`src/rtl/tiled_load_engine.sv`:
```
// tiled_load_engine
// LOAD_V / LOAD_M executor. It reads beats from DRAM, packs them into tiles,
// zero-pads the final tile and hands each tile to the buffer controller over a
// ready/valid handshake. Bad commands (unknown opcode or zero elements) finish
// immediately with error=1 and generate no traffic.
// Optional feature macro: LOAD_EXEC_PERF_EN (busy/stall performance counters).
module tiled_load_engine #(
   parameter int DATA_WIDTH      = 8,
   parameter int TILE_WIDTH      = 256,
   parameter int MEM_WIDTH       = 64,
   parameter int ADDR_WIDTH      = 24,
   parameter int MAX_OUTSTANDING = 4
) (
   input  logic                  clk,
   input  logic                  rst,
   input  logic                  start,
   input  logic [4:0]            opcode,
   input  logic [4:0]            dest_buffer_id,
   input  logic [9:0]            length_or_cols,
   input  logic [9:0]            rows,
   input  logic [ADDR_WIDTH-1:0] addr,
   output logic                  busy,
   output logic                  done,
   output logic                  error,
   output logic                  mem_req_valid,
   input  logic                  mem_req_ready,
   output logic [ADDR_WIDTH-1:0] mem_req_addr,
   input  logic                  mem_rsp_valid,
   input  logic [MEM_WIDTH-1:0]  mem_rsp_data,
   output logic                  buf_write_valid,
   input  logic                  buf_write_ready,
   output logic                  buf_write_is_matrix,
   output logic [4:0]            buf_write_buffer_id,
   output logic [TILE_WIDTH-1:0] buf_write_tile,
   output logic                  buf_write_last,
   output logic [31:0]           perf_busy_cycles,
   output logic [31:0]           perf_stall_cycles
);

   localparam int TILE_BEATS = TILE_WIDTH / MEM_WIDTH;
   localparam int TILE_ELEMS = TILE_WIDTH / DATA_WIDTH;
   localparam int BEAT_BYTES = MEM_WIDTH / 8;
   localparam int IF_W       = $clog2(MAX_OUTSTANDING + 1);
   localparam int TB_W       = $clog2(TILE_BEATS + 1);
   localparam logic [4:0] OP_LOAD_V = 5'h01;
   localparam logic [4:0] OP_LOAD_M = 5'h02;

   typedef enum logic [1:0] {S_IDLE, S_RUN, S_EMIT, S_DONE} state_t;

   state_t state_reg, state_next;

   logic                  is_matrix_reg;
   logic [4:0]            buffer_id_reg;
   logic [ADDR_WIDTH-1:0] addr_reg;
   logic [31:0]           beats_total_reg;
   logic [31:0]           tail_elems_reg;
   logic [31:0]           req_cnt_reg;
   logic [31:0]           rsp_cnt_reg;
   logic [IF_W-1:0]       in_flight_reg;
   logic [TB_W-1:0]       beats_in_tile_reg;
   logic [TILE_WIDTH-1:0] tile_reg;
   logic                  last_reg;
   logic                  error_reg;

   logic [19:0] n_calc;
   logic [31:0] beats_calc;
   logic [31:0] tail_mod;
   logic [31:0] tail_calc;
   logic        cmd_ok;
   logic        issue_ok;
   logic        req_fire;
   logic        rsp_fire;
   logic        rsp_final;
   logic        tile_full;

   // Decode the command on the input pins; only used when start is sampled in IDLE.
   always_comb begin
      n_calc     = (opcode == OP_LOAD_M) ? (20'(rows) * 20'(length_or_cols))
                                         : 20'(length_or_cols);
      beats_calc = (32'(n_calc) * 32'(DATA_WIDTH) + 32'(MEM_WIDTH - 1)) / 32'(MEM_WIDTH);
      tail_mod   = 32'(n_calc) % 32'(TILE_ELEMS);
      // Number of live elements in the final tile; a zero remainder means a full tile.
      tail_calc  = (tail_mod == 32'd0) ? 32'(TILE_ELEMS) : tail_mod;
      cmd_ok     = ((opcode == OP_LOAD_V) || (opcode == OP_LOAD_M)) && (n_calc != 20'd0);
   end

   // Request issue gating: the outstanding window never exceeds the room left in the tile,
   // so a tile fills with no reads in flight and responses never arrive during EMIT.
   always_comb begin
      issue_ok  = (state_reg == S_RUN)
               && (req_cnt_reg < beats_total_reg)
               && (32'(in_flight_reg) < 32'(MAX_OUTSTANDING))
               && ((32'(in_flight_reg) + 32'(beats_in_tile_reg)) < 32'(TILE_BEATS));
      req_fire  = issue_ok && mem_req_ready;
      // Responses outside RUN (stale data after a reset) are dropped.
      rsp_fire  = (state_reg == S_RUN) && mem_rsp_valid && (in_flight_reg != '0);
      rsp_final = rsp_fire && ((rsp_cnt_reg + 32'd1) == beats_total_reg);
      tile_full = rsp_fire && ((32'(beats_in_tile_reg) + 32'd1) == 32'(TILE_BEATS));
   end

   // FSM state register.
   always_ff @(posedge clk or posedge rst) begin
      if (rst) state_reg <= S_IDLE;
      else     state_reg <= state_next;
   end

   // FSM next-state and control outputs.
   always_comb begin
      state_next          = state_reg;
      busy                = 1'b0;
      done                = 1'b0;
      error               = 1'b0;
      buf_write_valid     = 1'b0;
      buf_write_is_matrix = 1'b0;
      buf_write_buffer_id = 5'd0;
      buf_write_last      = 1'b0;
      case (state_reg)
         S_IDLE: begin
            if (start) state_next = cmd_ok ? S_RUN : S_DONE;
         end
         S_RUN: begin
            busy = 1'b1;
            if (rsp_final || tile_full) state_next = S_EMIT;
         end
         S_EMIT: begin
            busy                = 1'b1;
            buf_write_valid     = 1'b1;
            buf_write_is_matrix = is_matrix_reg;
            buf_write_buffer_id = buffer_id_reg;
            buf_write_last      = last_reg;
            if (buf_write_ready) state_next = last_reg ? S_DONE : S_RUN;
         end
         S_DONE: begin
            done       = 1'b1;
            error      = error_reg;
            state_next = S_IDLE;
         end
         default: state_next = S_IDLE;
      endcase
   end

   assign mem_req_valid = issue_ok;
   assign mem_req_addr  = addr_reg + ADDR_WIDTH'(req_cnt_reg * 32'(BEAT_BYTES));

   // Command latch, beat/credit counters and tile packing.
   always_ff @(posedge clk or posedge rst) begin
      if (rst) begin
         is_matrix_reg     <= 1'b0;
         buffer_id_reg     <= 5'd0;
         addr_reg          <= '0;
         beats_total_reg   <= 32'd0;
         tail_elems_reg    <= 32'd0;
         req_cnt_reg       <= 32'd0;
         rsp_cnt_reg       <= 32'd0;
         in_flight_reg     <= '0;
         beats_in_tile_reg <= '0;
         tile_reg          <= '0;
         last_reg          <= 1'b0;
         error_reg         <= 1'b0;
      end else begin
         case (state_reg)
            S_IDLE: begin
               if (start) begin
                  is_matrix_reg     <= (opcode == OP_LOAD_M);
                  buffer_id_reg     <= dest_buffer_id;
                  addr_reg          <= addr;
                  beats_total_reg   <= beats_calc;
                  tail_elems_reg    <= tail_calc;
                  req_cnt_reg       <= 32'd0;
                  rsp_cnt_reg       <= 32'd0;
                  in_flight_reg     <= '0;
                  beats_in_tile_reg <= '0;
                  tile_reg          <= '0;
                  last_reg          <= 1'b0;
                  error_reg         <= !cmd_ok;
               end
            end
            S_RUN: begin
               if (req_fire) req_cnt_reg <= req_cnt_reg + 32'd1;
               in_flight_reg <= in_flight_reg + IF_W'(req_fire) - IF_W'(rsp_fire);
               if (rsp_fire) begin
                  for (int b = 0; b < TILE_BEATS; b++) begin
                     if (32'(beats_in_tile_reg) == 32'(b))
                        tile_reg[b*MEM_WIDTH +: MEM_WIDTH] <= mem_rsp_data;
                  end
                  beats_in_tile_reg <= beats_in_tile_reg + TB_W'(1);
                  rsp_cnt_reg       <= rsp_cnt_reg + 32'd1;
                  if (rsp_final) last_reg <= 1'b1;
               end
            end
            S_EMIT: begin
               if (buf_write_ready) begin
                  tile_reg          <= '0;
                  beats_in_tile_reg <= '0;
               end
            end
            default: ;
         endcase
      end
   end

   // Final-tile padding: elements past N are forced to zero, including a partial final beat.
   genvar gi;
   generate
      for (gi = 0; gi < TILE_ELEMS; gi++) begin : g_mask
         assign buf_write_tile[gi*DATA_WIDTH +: DATA_WIDTH] =
            (!last_reg || (32'(gi) < tail_elems_reg)) ? tile_reg[gi*DATA_WIDTH +: DATA_WIDTH]
                                                       : {DATA_WIDTH{1'b0}};
      end
   endgenerate

`ifdef LOAD_EXEC_PERF_EN
   logic [31:0] perf_busy_reg;
   logic [31:0] perf_stall_reg;

   // Saturating busy and write-stall counters; cleared by an accepted start, held after done.
   always_ff @(posedge clk or posedge rst) begin
      if (rst) begin
         perf_busy_reg  <= 32'd0;
         perf_stall_reg <= 32'd0;
      end else if ((state_reg == S_IDLE) && start) begin
         perf_busy_reg  <= 32'd0;
         perf_stall_reg <= 32'd0;
      end else begin
         if (busy && (perf_busy_reg != 32'hFFFF_FFFF))
            perf_busy_reg <= perf_busy_reg + 32'd1;
         if ((state_reg == S_EMIT) && !buf_write_ready && (perf_stall_reg != 32'hFFFF_FFFF))
            perf_stall_reg <= perf_stall_reg + 32'd1;
      end
   end

   assign perf_busy_cycles  = perf_busy_reg;
   assign perf_stall_cycles = perf_stall_reg;
`else
   assign perf_busy_cycles  = 32'd0;
   assign perf_stall_cycles = 32'd0;
`endif

endmodule

```
`config.mk`:
```
export PLATFORM = sky130hd
export DESIGN_NAME = tiled_load_engine
export DESIGN_NICKNAME = d
export VERILOG_FILES = /design/src/rtl/tiled_load_engine.sv
export SDC_FILE = /design/constraint.sdc
export NUM_CORES = 1
export LEC_CHECK = 0
export BUFFER_PORTS_ARGS = -buffer_cell sky130_fd_sc_hd__buf_2
export CAP_MARGIN = 10
export CORE_ASPECT_RATIO = 1.25
export CORE_UTILIZATION = 55
export DETAILED_ROUTE_END_ITERATION = 12
export PLACE_DENSITY = 0.8
export SLEW_MARGIN = 20
export SYNTH_ARGS = -nofsm -noshare
export SYNTH_HDL_FRONTEND = slang
export SYNTH_SLANG_ARGS = --single-unit
```
`constraint.sdc`:
```
create_clock -name clk -period 17.06 [get_ports clk]
set_input_delay 1.706 -clock clk [delete_from_list [all_inputs] [get_ports clk]]
set_output_delay 1.706 -clock clk [all_outputs]
set_load 0.05 [all_outputs]
```
==> results of run 1 <==
[per-stage QoR]
step	instances	setup slack, ns	hold WS, ns
after floorplan	2760	4.683	0.4380
after global placement	3550	9.352	0.4504
after detailed placement	3550	9.176	0.4620
after CTS	3620	9.782	0.4750
after global routing	3624	9.381	0.4855
final	3624	9.700	0.4707
[layer usage]
layer	part of all wire	routed length (um)	up-vias
li1	-	-	9551
met4	0.044	2958	4
met2	0.49	33440	859
met3	0.065	4443	174
met5	0.00034	23	-
met1	0.40	27000	9836
[area by class of cell]
type | instances | area (um^2) | share of cell area
multi-input combinational | 2058 | 12790 | 0.4723
sequential | 384 | 9609 | 0.3547
timing repair buffer | 429 | 2190 | 0.08082
clock buffer | 58 | 1170 | 0.04318
tap | 559 | 699.4 | 0.02582
inverter | 120 | 462.9 | 0.01709
clock inverter | 12 | 156.4 | 0.005773
antenna | 4 | 10.01 | 0.0003695
[final timing paths]
kind | start | endpoint | slack (ns)
worst max-delay path | length_or_cols[3] | state_reg[1] | 9.70
worst min-delay path | tile_reg[196] | tile_reg[196] | 0.47
worst max register to register | state_reg[1] | tile_reg[42] | 12.78
worst min register to register | tile_reg[196] | tile_reg[196] | 0.47
max in group asynchronous | rst | tile_reg[94] | 13.26
min in group asynchronous | rst | tile_reg[180] | 1.23
[worst max-delay path, delay by kind of cell]
family                     cells  cell delay, ns
buffers and inverters          6            0.47
and+or+nand+nor                4            0.96
muxes                          1            0.43
adders and majority gates      6            2.98
AOI/OAI and AO/OA              5            1.24
[layout by cell type, fill, tap and decap left out, types with 6 or more instances in the layout]
cell	n
sky130_fd_sc_hd__a21oi_1	73
sky130_fd_sc_hd__nand4_1	19
sky130_fd_sc_hd__a22o_1	8
sky130_fd_sc_hd__fa_1	64
sky130_fd_sc_hd__clkbuf_16	41
sky130_fd_sc_hd__and3_1	23
sky130_fd_sc_hd__a31oi_1	15
sky130_fd_sc_hd__buf_4	12
sky130_fd_sc_hd__a211oi_1	11
sky130_fd_sc_hd__o41ai_1	7
sky130_fd_sc_hd__conb_1	64
sky130_fd_sc_hd__clkbuf_1	9
sky130_fd_sc_hd__nand2_1	553
sky130_fd_sc_hd__or3_1	21
sky130_fd_sc_hd__clkinv_2	6
sky130_fd_sc_hd__nor3_1	30
sky130_fd_sc_hd__nor4_1	12
sky130_fd_sc_hd__a2111oi_0	6
sky130_fd_sc_hd__or2_2	6
sky130_fd_sc_hd__inv_1	118
sky130_fd_sc_hd__nor3b_1	6
sky130_fd_sc_hd__dfrtp_1	384
sky130_fd_sc_hd__mux2i_1	10
sky130_fd_sc_hd__nand3_1	47
sky130_fd_sc_hd__nand2b_1	7
sky130_fd_sc_hd__xnor2_1	53
sky130_fd_sc_hd__nor2b_1	72
sky130_fd_sc_hd__o31ai_1	9
sky130_fd_sc_hd__o21a_1	9
sky130_fd_sc_hd__buf_2	415
sky130_fd_sc_hd__nor2_1	66
sky130_fd_sc_hd__o21ai_0	342
sky130_fd_sc_hd__a21o_1	18
sky130_fd_sc_hd__and2_1	280
sky130_fd_sc_hd__ha_1	108
sky130_fd_sc_hd__xor2_1	17
sky130_fd_sc_hd__clkbuf_8	8
[power breakdown]
part / switching (mW) / total [mW] / internal (mW)
logic: 1.74 / 2.33 / 0.595
clock network: 0.370 / 0.893 / 0.523
registers: 0.137 / 1.24 / 1.10
[kinds of logic (layout without fill, tap and decap cells)]
kind of cell	after synthesis	count (layout)	share of synthesized area
adders and majority gates	173	173	0.1123
AOI/OAI and AO/OA	564	564	0.1398
other	1	68	0.0001592
xor gates and xnor gates	70	70	0.02602
buffers and inverters	318	619	0.06176
DFF	384	384	0.4078
muxes	13	13	0.005841
and+or+nand+nor	1174	1174	0.2464
==> impl_metrics.env, run 1 <==
export IMPL_detail_route_vias_per_cell=5.636
export IMPL_cts_inserted_buffers=39
export IMPL_detailroute_via_count=20420
export IMPL_groute_layer_met2_usage=0.5204
export IMPL_top_usage_layer="met2"
export IMPL_clk_pin_slew_ns=0.06
export IMPL_final_core_util=0.6428
export IMPL_netlist_top_cells_count="554 x sky130_fd_sc_hd__nand2_1, 384 x sky130_fd_sc_hd__dfrtp_1, 344 x sky130_fd_sc_hd__o21ai_0"
export IMPL_globalRouteMet1Util=0.3779
export IMPL_drt_pass1_iter_count=6
export IMPL_final_antenna_net_count=0
export IMPL_cts_sinks=384
export IMPL_gr_total_overflow=0
export IMPL_die_height_um=233.4
export IMPL_core_area_um2=42150
export IMPL_cts_root_buf="sky130_fd_sc_hd__clkbuf_16"
export IMPL_grt_start_max_net_pins=157
export IMPL_synth_seq_cells=384
export IMPL_synth_sequential_area_ratio=0.4078
export IMPL_placementRows=84
export IMPL_largest_reg_flops=256
export IMPL_endpoint_kind="flop"
export IMPL_synth_flop_cell="sky130_fd_sc_hd__dfrtp_1"
export IMPL_cp_required_ns=17.51
export IMPL_clock_tree_buffer_depth=3
export IMPL_fmax_ghz=0.1359
export IMPL_layout_nets=3329
export IMPL_routed_wire_length_per_instance_um=18.73
export IMPL_cts_resized=0
export IMPL_post_synth_top_area_cell="sky130_fd_sc_hd__dfrtp_1"
export IMPL_crit_fanout=11
export IMPL_hold_violations=0
export IMPL_timing_critical_path_from_type="primary input"
export IMPL_power_density_nw_per_um2=164.8
export IMPL_synth_edf_count=0
export IMPL_total_leakage_power_nw=13.77
export IMPL_synth_most_common_cell="sky130_fd_sc_hd__nand2_1"
export IMPL_io_buffer_count=415
export IMPL_place_hpwl_um=50460
export IMPL_power_ir_vdd_worst_mv=0.1585
export IMPL_final_period_utilization=0.4314
export IMPL_asyncSetResetFlopFracSynth=1.000
export IMPL_io_pin_count=480
export IMPL_holdBufCountCts=0
export IMPL_antenna_violations_before_repair=7
export IMPL_grt_util_met3=0.05063
export IMPL_cts_max_level=2
export IMPL_hold_path_depth=2
export IMPL_synth_cell_area_um2=23560
export IMPL_clock_insertion_delay_worst_skew_ns=0.55
export IMPL_setup_viol_count_final=0
export IMPL_tritoncts="yes"
export IMPL_fp_dieW_um=187.1
export IMPL_min_delay_path_class="reg -> reg"
export IMPL_grt_pass1_vias=19650
export IMPL_run_status="finished clean"
export IMPL_number_of_cells_traversed_by_the_worst_register_to_register_path=9
export IMPL_fillers=3514
export IMPL_synthesis_instances=2697
export IMPL_postCtsSetupRepairBufs=0
export IMPL_cp_arrival_ns=7.81
export IMPL_syn_avg_cell_area_um2=8.737
export IMPL_clock_skew_final_ns=0.02841
export IMPL_yosysWarnings=0
export IMPL_master_of_the_slowest_instance_on_the_critical_path="sky130_fd_sc_hd__fa_1"
export IMPL_dpl_instance_area_um2=25740
export IMPL_timing_setup_critical_path_class="in -> reg"
export IMPL_grt_use_total=0.3047
export IMPL_maxCapViolCount=0
export IMPL_max_slew_margin=0.2396
export IMPL_grt_first_pass_wirelength_um=105900
export IMPL_syn2layout_area_growth_pct=14.98
export IMPL_place_gp_congestion=0.9205
export IMPL_area_of_the_die_um2=43680
export IMPL_floorplan_initialDensity=0.5591
export IMPL_final_cell_area_um2=27090
export IMPL_cpPeakStageDelay_ns=0.54
export IMPL_worst_slew_pin_slew_ns=1.129
export IMPL_critical_path_cell_by_cell="buf_2, nand2_1, fa_1, inv_1, fa_1, inv_1, fa_1, inv_1, fa_1, inv_1, fa_1, inv_1, ha_1, o21ai_0, or3b_2, a31o_2, o21ai_0, nand2_1, a31oi_1, mux2i_1, nand4b_1, a211oi_1"
export IMPL_violation_count_after_the_first_detailed_routing_iteration=1482
export IMPL_final_max_slew_viol_count=0
export IMPL_post_synth_main_area_contributors="sky130_fd_sc_hd__dfrtp_1 41%, sky130_fd_sc_hd__nand2_1 8.8%, sky130_fd_sc_hd__and2_1 7.5%"
export IMPL_drc_errors=0
export IMPL_finalPower_mw=4.464
export IMPL_rsz0062_at_grt="no"
export IMPL_min_period_ns=7.360
export IMPL_layout_drive_gt1_share=0.1745
export IMPL_synth_cell_type_count=81
export IMPL_totalNegativeSetupSlack_ns=0
export IMPL_synth_top_cell_area_share=0.4078
export IMPL_drt_total_wl_um=67870
(Power assumes the default switching activity.)
==> run 2: changes to the inputs <==
Clock period 17.06 ns to 7.5 ns, I/O delays scaled along.
==> impl_metrics.env, run 2 (synthesis results as in run 1) <==
export IMPL_run_status="finished clean"
export IMPL_endpoint_kind="flop"
export IMPL_core_area_um2=42150
export IMPL_routed_wire_length_per_instance_um=18.89
export IMPL_grt_util_met3=0.05018
export IMPL_totalNegativeSetupSlack_ns=0
export IMPL_final_period_utilization=0.8371
export IMPL_drt_total_wl_um=68340
export IMPL_grt_first_pass_wirelength_um=106100
export IMPL_maxCapViolCount=0
export IMPL_min_period_ns=6.278
export IMPL_place_gp_congestion=0.9442
export IMPL_clock_tree_buffer_depth=3
export IMPL_cts_root_buf="sky130_fd_sc_hd__clkbuf_16"
export IMPL_grt_start_max_net_pins=168
export IMPL_r2r_slack_ns=2.96
export IMPL_holdBufCountCts=0
export IMPL_number_of_cells_traversed_by_the_worst_register_to_register_path=15
export IMPL_total_leakage_power_nw=13.71
export IMPL_cp_arrival_ns=6.64
export IMPL_place_hpwl_um=50720
export IMPL_groute_layer_met2_usage=0.5293
export IMPL_reg2reg_from="state_reg[1]"
export IMPL_gr_total_overflow=0
export IMPL_top_usage_layer="met2"
export IMPL_max_slew_margin=0.1780
export IMPL_io_buffer_count=415
export IMPL_globalRouteMet1Util=0.3813
export IMPL_power_ir_vdd_worst_mv=0.5199
export IMPL_timing_rr_end="in_flight_reg[2]"
export IMPL_critical_path_cell_by_cell="buf_2, nand2_1, fa_1, inv_1, fa_1, inv_1, fa_1, inv_1, fa_1, inv_1, fa_1, inv_1, ha_1, o21ai_0, or3b_2, a31o_2, o21ai_0, a21oi_1, mux2i_1, and4bb_1, a31o_1, a31oi_1"
export IMPL_grt_pass1_vias=19400
export IMPL_cpPeakStageDelay_ns=0.53
export IMPL_drt_pass1_iter_count=5
export IMPL_cp_required_ns=7.86
export IMPL_largest_reg_flops=256
export IMPL_grt_use_total=0.3067
export IMPL_cts_inserted_buffers=38
export IMPL_clock_skew_final_ns=0.02596
export IMPL_worst_hold_slack_after_final_layout_ns=0.3921
export IMPL_layout_nets=3329
export IMPL_io_pin_count=480
export IMPL_antenna_violations_before_repair=9
export IMPL_placementRows=84
export IMPL_die_height_um=233.4
export IMPL_detailroute_via_count=20560
export IMPL_timing_critical_path_to="beats_total_reg[16]"
export IMPL_dpl_instance_area_um2=25750
export IMPL_cts_resized=0
export IMPL_power_density_nw_per_um2=371.0
export IMPL_clock_insertion_delay_worst_skew_ns=0.55
export IMPL_final_max_slew_viol_count=0
export IMPL_postCtsSetupRepairBufs=0
export IMPL_tritoncts="yes"
export IMPL_min_delay_path_class="in -> reg"
export IMPL_timing_critical_path_from_type="primary input"
export IMPL_violation_count_after_the_first_detailed_routing_iteration=1428
export IMPL_setup_viol_count_final=0
export IMPL_worst_slew_pin_slew_ns=1.225
export IMPL_cts_max_level=2
export IMPL_cp_startpoint="length_or_cols[3]"
export IMPL_layout_common_cells="552 x sky130_fd_sc_hd__nand2_1, 415 x sky130_fd_sc_hd__buf_2, 384 x sky130_fd_sc_hd__dfrtp_1, 342 x sky130_fd_sc_hd__o21ai_0, 280 x sky130_fd_sc_hd__and2_1"
export IMPL_fp_dieW_um=187.1
export IMPL_rsz0062_at_grt="no"
export IMPL_crit_fanout=11
export IMPL_leading_cell_type_in_the_layout_fill_and_taps_excluded="sky130_fd_sc_hd__nand2_1"
export IMPL_clk_pin_slew_ns=0.06
export IMPL_area_of_the_die_um2=43680
export IMPL_final_antenna_net_count=0
export IMPL_floorplan_initialDensity=0.5591
export IMPL_drc_errors=0
export IMPL_final_cell_area_um2=26980
export IMPL_cts_sinks=384
export IMPL_hold_violations=0
export IMPL_timing_setup_critical_path_class="in -> reg"
export IMPL_layout_drive_gt1_share=0.1720
export IMPL_detail_route_vias_per_cell=5.684
export IMPL_fmax_ghz=0.1593
export IMPL_syn2layout_area_growth_pct=14.51
export IMPL_master_of_the_slowest_instance_on_the_critical_path="sky130_fd_sc_hd__fa_1"
## run 2: cell types whose count changed in the layout (fill, tap and decap cells not counted), moves of 2 or more
cell	change
sky130_fd_sc_hd__buf_4	-4
sky130_fd_sc_hd__buf_6	+4
sky130_fd_sc_hd__bufinv_16	-2
sky130_fd_sc_hd__clkbuf_16	-3
sky130_fd_sc_hd__clkinv_2	-4
## run 2: metal layers
metal  vias up  part of all wire
li1       9548                 -
met1      9958              0.39
met2       888              0.49
met3       157             0.071
met4         8             0.040
met5         -           0.00078
## run 2: critical path: cells and delay by family
family	cells	cell delay, ns
fa+ha+maj	6	2.95
compound gates	6	1.11
simple gates	3	1.01
buf+inv	6	0.45
mux	1	0.36
## run 2: power breakdown
group          internal (mW)  total, mW  switching [mW]  leakage (nW)
sequential              2.51       2.81           0.306          5.17
clock                   1.04       1.87           0.823         0.578
combinational           1.36       5.33            3.97          7.95
## run 2: layout make-up
type                       count  area [um^2]
sequential                   384         9609
clock inverter                 6        102.6
tap                          559        699.4
multi-input combinational   2058        12790
antenna                        5        12.51
inverter                     120        454.2
timing repair buffer         430         2225
clock buffer                  55         1085
fill                        3584        15160
## run 2: per-stage QoR
step	utilization	setup WS [ns]	std cells	power [mW]
global route	0.6402	0.8967	3617	10.61
finish	0.6402	1.222	3617	10.01
detailed placement	0.6111	0.7201	3551	8.102
CTS	0.6392	1.309	3612	9.973
floorplan	-	1.208	2760	6.814
global placement	0.6111	0.7751	3551	7.954
## run 2: worst min-delay path by stage
stage | from | end | slack [ns] | depth (start not counted)
floorplan | buffer_id_reg[0] | buffer_id_reg[0] | 0.44 | 2
global placement | buffer_id_reg[1] | buffer_id_reg[1] | 0.45 | 2
detailed placement | tile_reg[20] | tile_reg[20] | 0.46 | 2
CTS | dest_buffer_id[2] | buffer_id_reg[2] | 0.38 | 3
global route | addr[18] | addr_reg[18] | 0.39 | 3
finish | dest_buffer_id[2] | buffer_id_reg[2] | 0.39 | 3
